File: src/rtl/rslatch_bank_ctrl.sv
// Round-robin sequencer for a shared bank of RS latches: one clean R or S pulse per grant, then recovery.
// Optional SHADOW output (expected Q of every latch) enabled by defining RSLATCH_BANK_SHADOW_EN.
module rslatch_bank_ctrl #(
  parameter int unsigned NREQ        = 4,
  parameter int unsigned NLATCH      = 8,
  parameter int unsigned AW          = 3,
  parameter int unsigned PULSE_CYC   = 2,
  parameter int unsigned RECOVER_CYC = 1
) (
  input  logic                 CLK,
  input  logic                 RST,
  input  logic [NREQ-1:0]      REQ,
  input  logic [NREQ-1:0]      OP,
  input  logic [NREQ*AW-1:0]   ADDR,
  output logic [NREQ-1:0]      GNT,
  output logic                 BUSY,
  output logic                 DONE,
  output logic                 ERR,
  output logic [NLATCH-1:0]    R_OUT,
  output logic [NLATCH-1:0]    S_OUT
`ifdef RSLATCH_BANK_SHADOW_EN
  ,
  output logic [NLATCH-1:0]    SHADOW
`endif
);

  localparam int unsigned PW   = (NREQ > 1) ? $clog2(NREQ) : 1;
  localparam int unsigned CMAX = (PULSE_CYC > RECOVER_CYC) ? PULSE_CYC : RECOVER_CYC;
  localparam int unsigned CW   = (CMAX > 1) ? $clog2(CMAX) : 1;

  typedef enum logic [1:0] {IDLE, PULSE, RECOVER, FIN} state_t;

  state_t              state, state_d;
  logic [PW-1:0]       ptr, ptr_d, win, win_d, pick;
  logic [CW-1:0]       cnt, cnt_d;
  logic                cap_op, cap_op_d, sel_op, found;
  logic [AW-1:0]       cap_addr, cap_addr_d, sel_addr;
  logic [NREQ-1:0]     gnt_d, sel_gnt;
  logic                busy_d, done_d, err_d;
  logic [NLATCH-1:0]   r_d, s_d;
`ifdef RSLATCH_BANK_SHADOW_EN
  logic [NLATCH-1:0]   shadow_d;
`endif

  function automatic logic addr_ok(input logic [AW-1:0] a);
    return 32'(a) < NLATCH;
  endfunction

  // One-hot latch line for an address; out-of-range addresses select nothing.
  function automatic logic [NLATCH-1:0] decode(input logic [AW-1:0] a);
    logic [NLATCH-1:0] v;
    v = '0;
    for (int unsigned i = 0; i < NLATCH; i++) v[i] = (32'(a) == i);
    return v;
  endfunction

  // Round-robin pick: first requester at or after ptr, wrapping.
  always_comb begin
    found    = 1'b0;
    pick     = '0;
    sel_op   = 1'b0;
    sel_addr = '0;
    sel_gnt  = '0;
    for (int unsigned k = 0; k < NREQ; k++) begin
      for (int unsigned r = 0; r < NREQ; r++) begin
        if (!found && REQ[r] && (r == (32'(ptr) + k) % NREQ)) begin
          found = 1'b1;
          pick  = PW'(r);
        end
      end
    end
    for (int unsigned r = 0; r < NREQ; r++) begin
      if (PW'(r) == pick) begin
        sel_op     = OP[r];
        sel_addr   = ADDR[r*AW +: AW];
        sel_gnt[r] = 1'b1;
      end
    end
  end

  // Next-state and next-output logic.
  always_comb begin
    state_d    = state;
    ptr_d      = ptr;
    win_d      = win;
    cnt_d      = cnt;
    cap_op_d   = cap_op;
    cap_addr_d = cap_addr;
    gnt_d      = '0;
    busy_d     = BUSY;
    done_d     = 1'b0;
    err_d      = ERR;
    r_d        = R_OUT;
    s_d        = S_OUT;
`ifdef RSLATCH_BANK_SHADOW_EN
    shadow_d   = SHADOW;
`endif
    case (state)
      IDLE: begin
        if (found) begin
          state_d    = PULSE;
          win_d      = pick;
          cap_op_d   = sel_op;
          cap_addr_d = sel_addr;
          gnt_d      = sel_gnt;
          busy_d     = 1'b1;
          cnt_d      = '0;
          s_d        = sel_op ? decode(sel_addr) : '0;
          r_d        = sel_op ? '0 : decode(sel_addr);
          if (!addr_ok(sel_addr)) err_d = 1'b1;
        end
      end
      PULSE: begin
        if (cnt == CW'(PULSE_CYC - 1)) begin
          state_d = RECOVER;
          cnt_d   = '0;
          r_d     = '0;
          s_d     = '0;
`ifdef RSLATCH_BANK_SHADOW_EN
          if (addr_ok(cap_addr)) shadow_d = (shadow_d & ~decode(cap_addr)) |
                                            (cap_op ? decode(cap_addr) : '0);
`endif
        end else begin
          cnt_d = cnt + CW'(1);
        end
      end
      RECOVER: begin
        if (cnt == CW'(RECOVER_CYC - 1)) begin
          state_d = FIN;
          cnt_d   = '0;
          busy_d  = 1'b0;
          done_d  = 1'b1;
        end else begin
          cnt_d = cnt + CW'(1);
        end
      end
      FIN: begin
        state_d = IDLE;
        ptr_d   = (win == PW'(NREQ - 1)) ? '0 : win + PW'(1);
      end
      default: state_d = IDLE;
    endcase
  end

  // State and registered outputs; reset aborts any pulse on the same edge.
  always_ff @(posedge CLK) begin
    if (RST) begin
      state    <= IDLE;
      ptr      <= '0;
      win      <= '0;
      cnt      <= '0;
      cap_op   <= 1'b0;
      cap_addr <= '0;
      GNT      <= '0;
      BUSY     <= 1'b0;
      DONE     <= 1'b0;
      ERR      <= 1'b0;
      R_OUT    <= '0;
      S_OUT    <= '0;
`ifdef RSLATCH_BANK_SHADOW_EN
      SHADOW   <= '0;
`endif
    end else begin
      state    <= state_d;
      ptr      <= ptr_d;
      win      <= win_d;
      cnt      <= cnt_d;
      cap_op   <= cap_op_d;
      cap_addr <= cap_addr_d;
      GNT      <= gnt_d;
      BUSY     <= busy_d;
      DONE     <= done_d;
      ERR      <= err_d;
      R_OUT    <= r_d;
      S_OUT    <= s_d;
`ifdef RSLATCH_BANK_SHADOW_EN
      SHADOW   <= shadow_d;
`endif
    end
  end

endmodule

File: config.mk
export PLATFORM = sky130hd
export DESIGN_NAME = rslatch_bank_ctrl
export DESIGN_NICKNAME = d
export VERILOG_FILES = /design/src/rtl/rslatch_bank_ctrl.sv
export SDC_FILE = /design/constraint.sdc
export NUM_CORES = 1
export LEC_CHECK = 0
export ABC_AREA = 1
export ABC_CLOCK_PERIOD_IN_PS = 2360
export CAP_MARGIN = 10
export CORE_UTILIZATION = 40
export CTS_BUF_LIST = sky130_fd_sc_hd__clkbuf_4
export CTS_CLUSTER_DIAMETER = 60
export DETAILED_ROUTE_END_ITERATION = 12
export PLACE_DENSITY = 0.71
export SLEW_MARGIN = 10
export SYNTH_ARGS = -nofsm -noshare
export SYNTH_HDL_FRONTEND = slang
export SYNTH_SLANG_ARGS = --single-unit
File: constraint.sdc
create_clock -name CLK -period 2.36 [get_ports CLK]
set_input_delay 0.472 -clock CLK [delete_from_list [all_inputs] [get_ports CLK]]
set_output_delay 0.472 -clock CLK [all_outputs]
set_load 0.1 [all_outputs]
==> impl_metrics.env, run 1 <==
export IMPL_slew_viol_final=0
export IMPL_synth_cell_types=33
export IMPL_finalHoldViolCount=0
export IMPL_rsz0062_at_grt="true"
export IMPL_synth_ff_type="dfxtp_1"
export IMPL_drive_gt1_share_pct=45.5
export IMPL_hold_path_class="register to register"
export IMPL_setup_viol=16
export IMPL_avgSynthCellArea_um2=7.08
export IMPL_wirelength_mm=5.22
export IMPL_grt_usage_pct=23.0
export IMPL_violations="negative setup slack"
export IMPL_vdd_drop_max_mv=0.657
export IMPL_core_area_um2=4000
export IMPL_final_common_cell="buf_4"
export IMPL_fin_skew_ns=0.0109
export IMPL_ant_nets=0
export IMPL_hold_buffers=0
export IMPL_n_antenna_cell=0
export IMPL_drc=0
export IMPL_cts_tree="yes"
export IMPL_clk_pin_slew_ns=0.10
export IMPL_yosys_area_top_type_share_pct=34.9
export IMPL_fin_ws_ns=-0.302
export IMPL_synth_top_area_cell="dfxtp_1"
export IMPL_synth_warnings=0
export IMPL_synth_edff_count=0
export IMPL_synthCells=235
export IMPL_netlist_area_um2=1660
export IMPL_area_growth_pct=66.9
export IMPL_grt_max_degree=21
export IMPL_ys_top_cells_by_area="dfxtp_1 35%, nand3_1 9.6%, nand2_1 7.9%, nor2_1 7.0%, a21oi_1 6.3%"
export IMPL_cts_buffers=5
export IMPL_clk_root_buffer_cell="clkbuf_4"
export IMPL_place_hpwl_mm=3.21
export IMPL_final_nets=357
export IMPL_start_kind="register"
export IMPL_layout_cells_non_filler=380
export IMPL_fin_crit_sh_pct=113
export IMPL_cts_sinks=29
export IMPL_initial_utilization_pct=41.6
export IMPL_grt_pass1_wl_mm=7.73
export IMPL_avgViaCountPerCell=5.16
export IMPL_globalRouteOverflowTotal=0
export IMPL_htreeDepth=2
export IMPL_status="finished with violations"
export IMPL_max_cap_viol_count=0
export IMPL_vias=1962
export IMPL_drtPass1Iterations=5
export IMPL_num_rows=23
export IMPL_die_width_um=66.5
export IMPL_routedWlPerCell_um=13.7
export IMPL_p_per_area_nw_per_um2=1080
export IMPL_async_flop_share_pct=0
export IMPL_period_needed_ns=2.66
export IMPL_timing_fmax_mhz=376
export IMPL_cp_data_arrival_time_ns=2.94
export IMPL_required_ns=2.63
export IMPL_fin_total_pwr_w=0.00300
export IMPL_place_congestion=0.792
export IMPL_dpl_instance_area_um2=2290
export IMPL_ys_ff_latch=29
export IMPL_dieArea_um2=4420
export IMPL_critical_path_peak_fanout=8
export IMPL_critical_path_class="register to register"
export IMPL_dp_cells=351
export IMPL_antenna_found_initial=0
export IMPL_leakagePower_nw=1.17
export IMPL_synth_nets=263
export IMPL_final_area_um2=2780
export IMPL_grt_pass1_vias=1833
export IMPL_cts_buffer_depth=2
export IMPL_mostFrequentLayoutCells="66 x buf_4, 28 x nand2_1, 27 x dfxtp_1"
export IMPL_drt_initial_drc_count=98
export IMPL_die_h_um=66.5
export IMPL_clkLatencyLatePin_ns=0.33
export IMPL_ys_seq_area_share_pct=34.9
export IMPL_io_buffers=43
export IMPL_cp_end_kind="register"
export IMPL_io_pins=45
[state kept, by name, summed over array words and instances (netlist names)]
register and count:
ptr 2, R_OUT 8, state 2, win 2, DONE 1, cnt 1
GNT 4, S_OUT 8, BUSY 1
[synth_stat cells (2+ instances only)]
cell and instances:
a21oi_1 21, nor3_1 6, nand2_2 2, o21ai_0 7, nand3_1 32, nand4_1 14
nand3_2 2, buf_4 2, o21ai_2 2, inv_1 17, nand2_1 35, inv_2 4
nand4_2 2, ha_1 6, o21ai_1 3, clkbuf_1 2, nor2_2 3, nor2_1 31
dfxtp_1 29, clkinv_1 2
[layer usage]
metal  GRT usage, %  vias up  wire length [µm]
met4           9.84        0               129
met3           5.31       16               261
li1               -      996                 -
met2           40.7       66              2800
met1           26.2      884              2030
met5              0        -                 0
[cell families after synthesis]
logic type | synth area share, %
flip-flops | 34.9
adder cells (fa/ha/maj) | 4.51
AND/OR/NAND/NOR | 40.2
AO/OA/AOI/OAI | 12.7
buffers and inverters | 7.52
other | 0.225
[final cells by class]
class	count	area, µm²
timing repair buffer	93	771
inverter	23	91.3
tap	50	62.6
clock inverter	3	17.5
clock buffer	5	37.5
fill	331	1220
multi-input combinational	177	1210
sequential	29	588
[critical path: stages (launching register included)]
cell	delay (ns)
dfxtp_4	0.41
inv_2	0.05
nand3_2	0.08
buf_4	0.10
buf_4	0.09
buf_4	0.09
buf_4	0.08
buf_4	0.09
nand3_1	0.11
nor2_1	0.14
nand2_1	0.06
nor2_1	0.11
nand2_2	0.09
inv_4	0.11
nand2_8	0.07
buf_6	0.12
buf_4	0.13
nand3_1	0.08
nand2_2	0.07
nor2_4	0.25
nand3_2	0.12
a21oi_2	0.16
[final timing paths]
| path | end | cells after the start | from | slack (ns) |
|---|---|---|---|---|
| hold reg to reg | R_OUT[7] | 2 | R_OUT[7] | 0.47 |
| setup reg to reg | S_OUT[7] | 21 | ptr[1] | -0.30 |
| hold / removal | R_OUT[7] | 2 | R_OUT[7] | 0.47 |
| setup / recovery | S_OUT[7] | 21 | ptr[1] | -0.30 |
[metrics by stage]
stage / setup slack [ns] / utilization (%) / setup TNS, ns / hold slack, ns
6_report: -0.302 / 69.4 / -4.04 / 0.468
5_1_grt: -0.453 / 69.4 / -6.80 / 0.483
4_1_cts: -0.211 / 63.6 / -2.93 / 0.468
3_5_place_dp: -0.668 / 57.3 / -12.61 / 0.454
3_3_place_gp: -0.567 / 57.3 / -10.79 / 0.451
2_1_floorplan: 0.0122 / - / 0 / 0.423
[power by group]
part | switching (W) | internal, W | leakage (nW)
logic | 0.00134 | 0.000706 | 0.901
registers | 0.0000650 | 0.000589 | 0.237
clock network | 0.000182 | 0.000112 | 0.0310
[timing repair]
| item | 4_1_cts | 5_1_grt |
|---|---|---|
| setup buffers | 17 | 4 |
| resized for setup | 28 | 52 |
| gates cloned | 1 | 0 |
| pin swaps | 24 | 29 |
| setup endpoints to repair | 17 | 24 |
(Power assumes the default switching activity.)
==> inputs of run 2 (changes only) <==
--- a/config.mk
+++ b/config.mk
@@ -12,6 +12,7 @@
 export CTS_BUF_LIST = sky130_fd_sc_hd__clkbuf_4
 export CTS_CLUSTER_DIAMETER = 60
 export DETAILED_ROUTE_END_ITERATION = 12
+export GPL_ROUTABILITY_DRIVEN = 0
 export PLACE_DENSITY = 0.71
 export SLEW_MARGIN = 10
 export SYNTH_ARGS = -nofsm -noshare
==> results of run 2 <==
No change in the layout: final DEF, timing and power equal those of run 1.
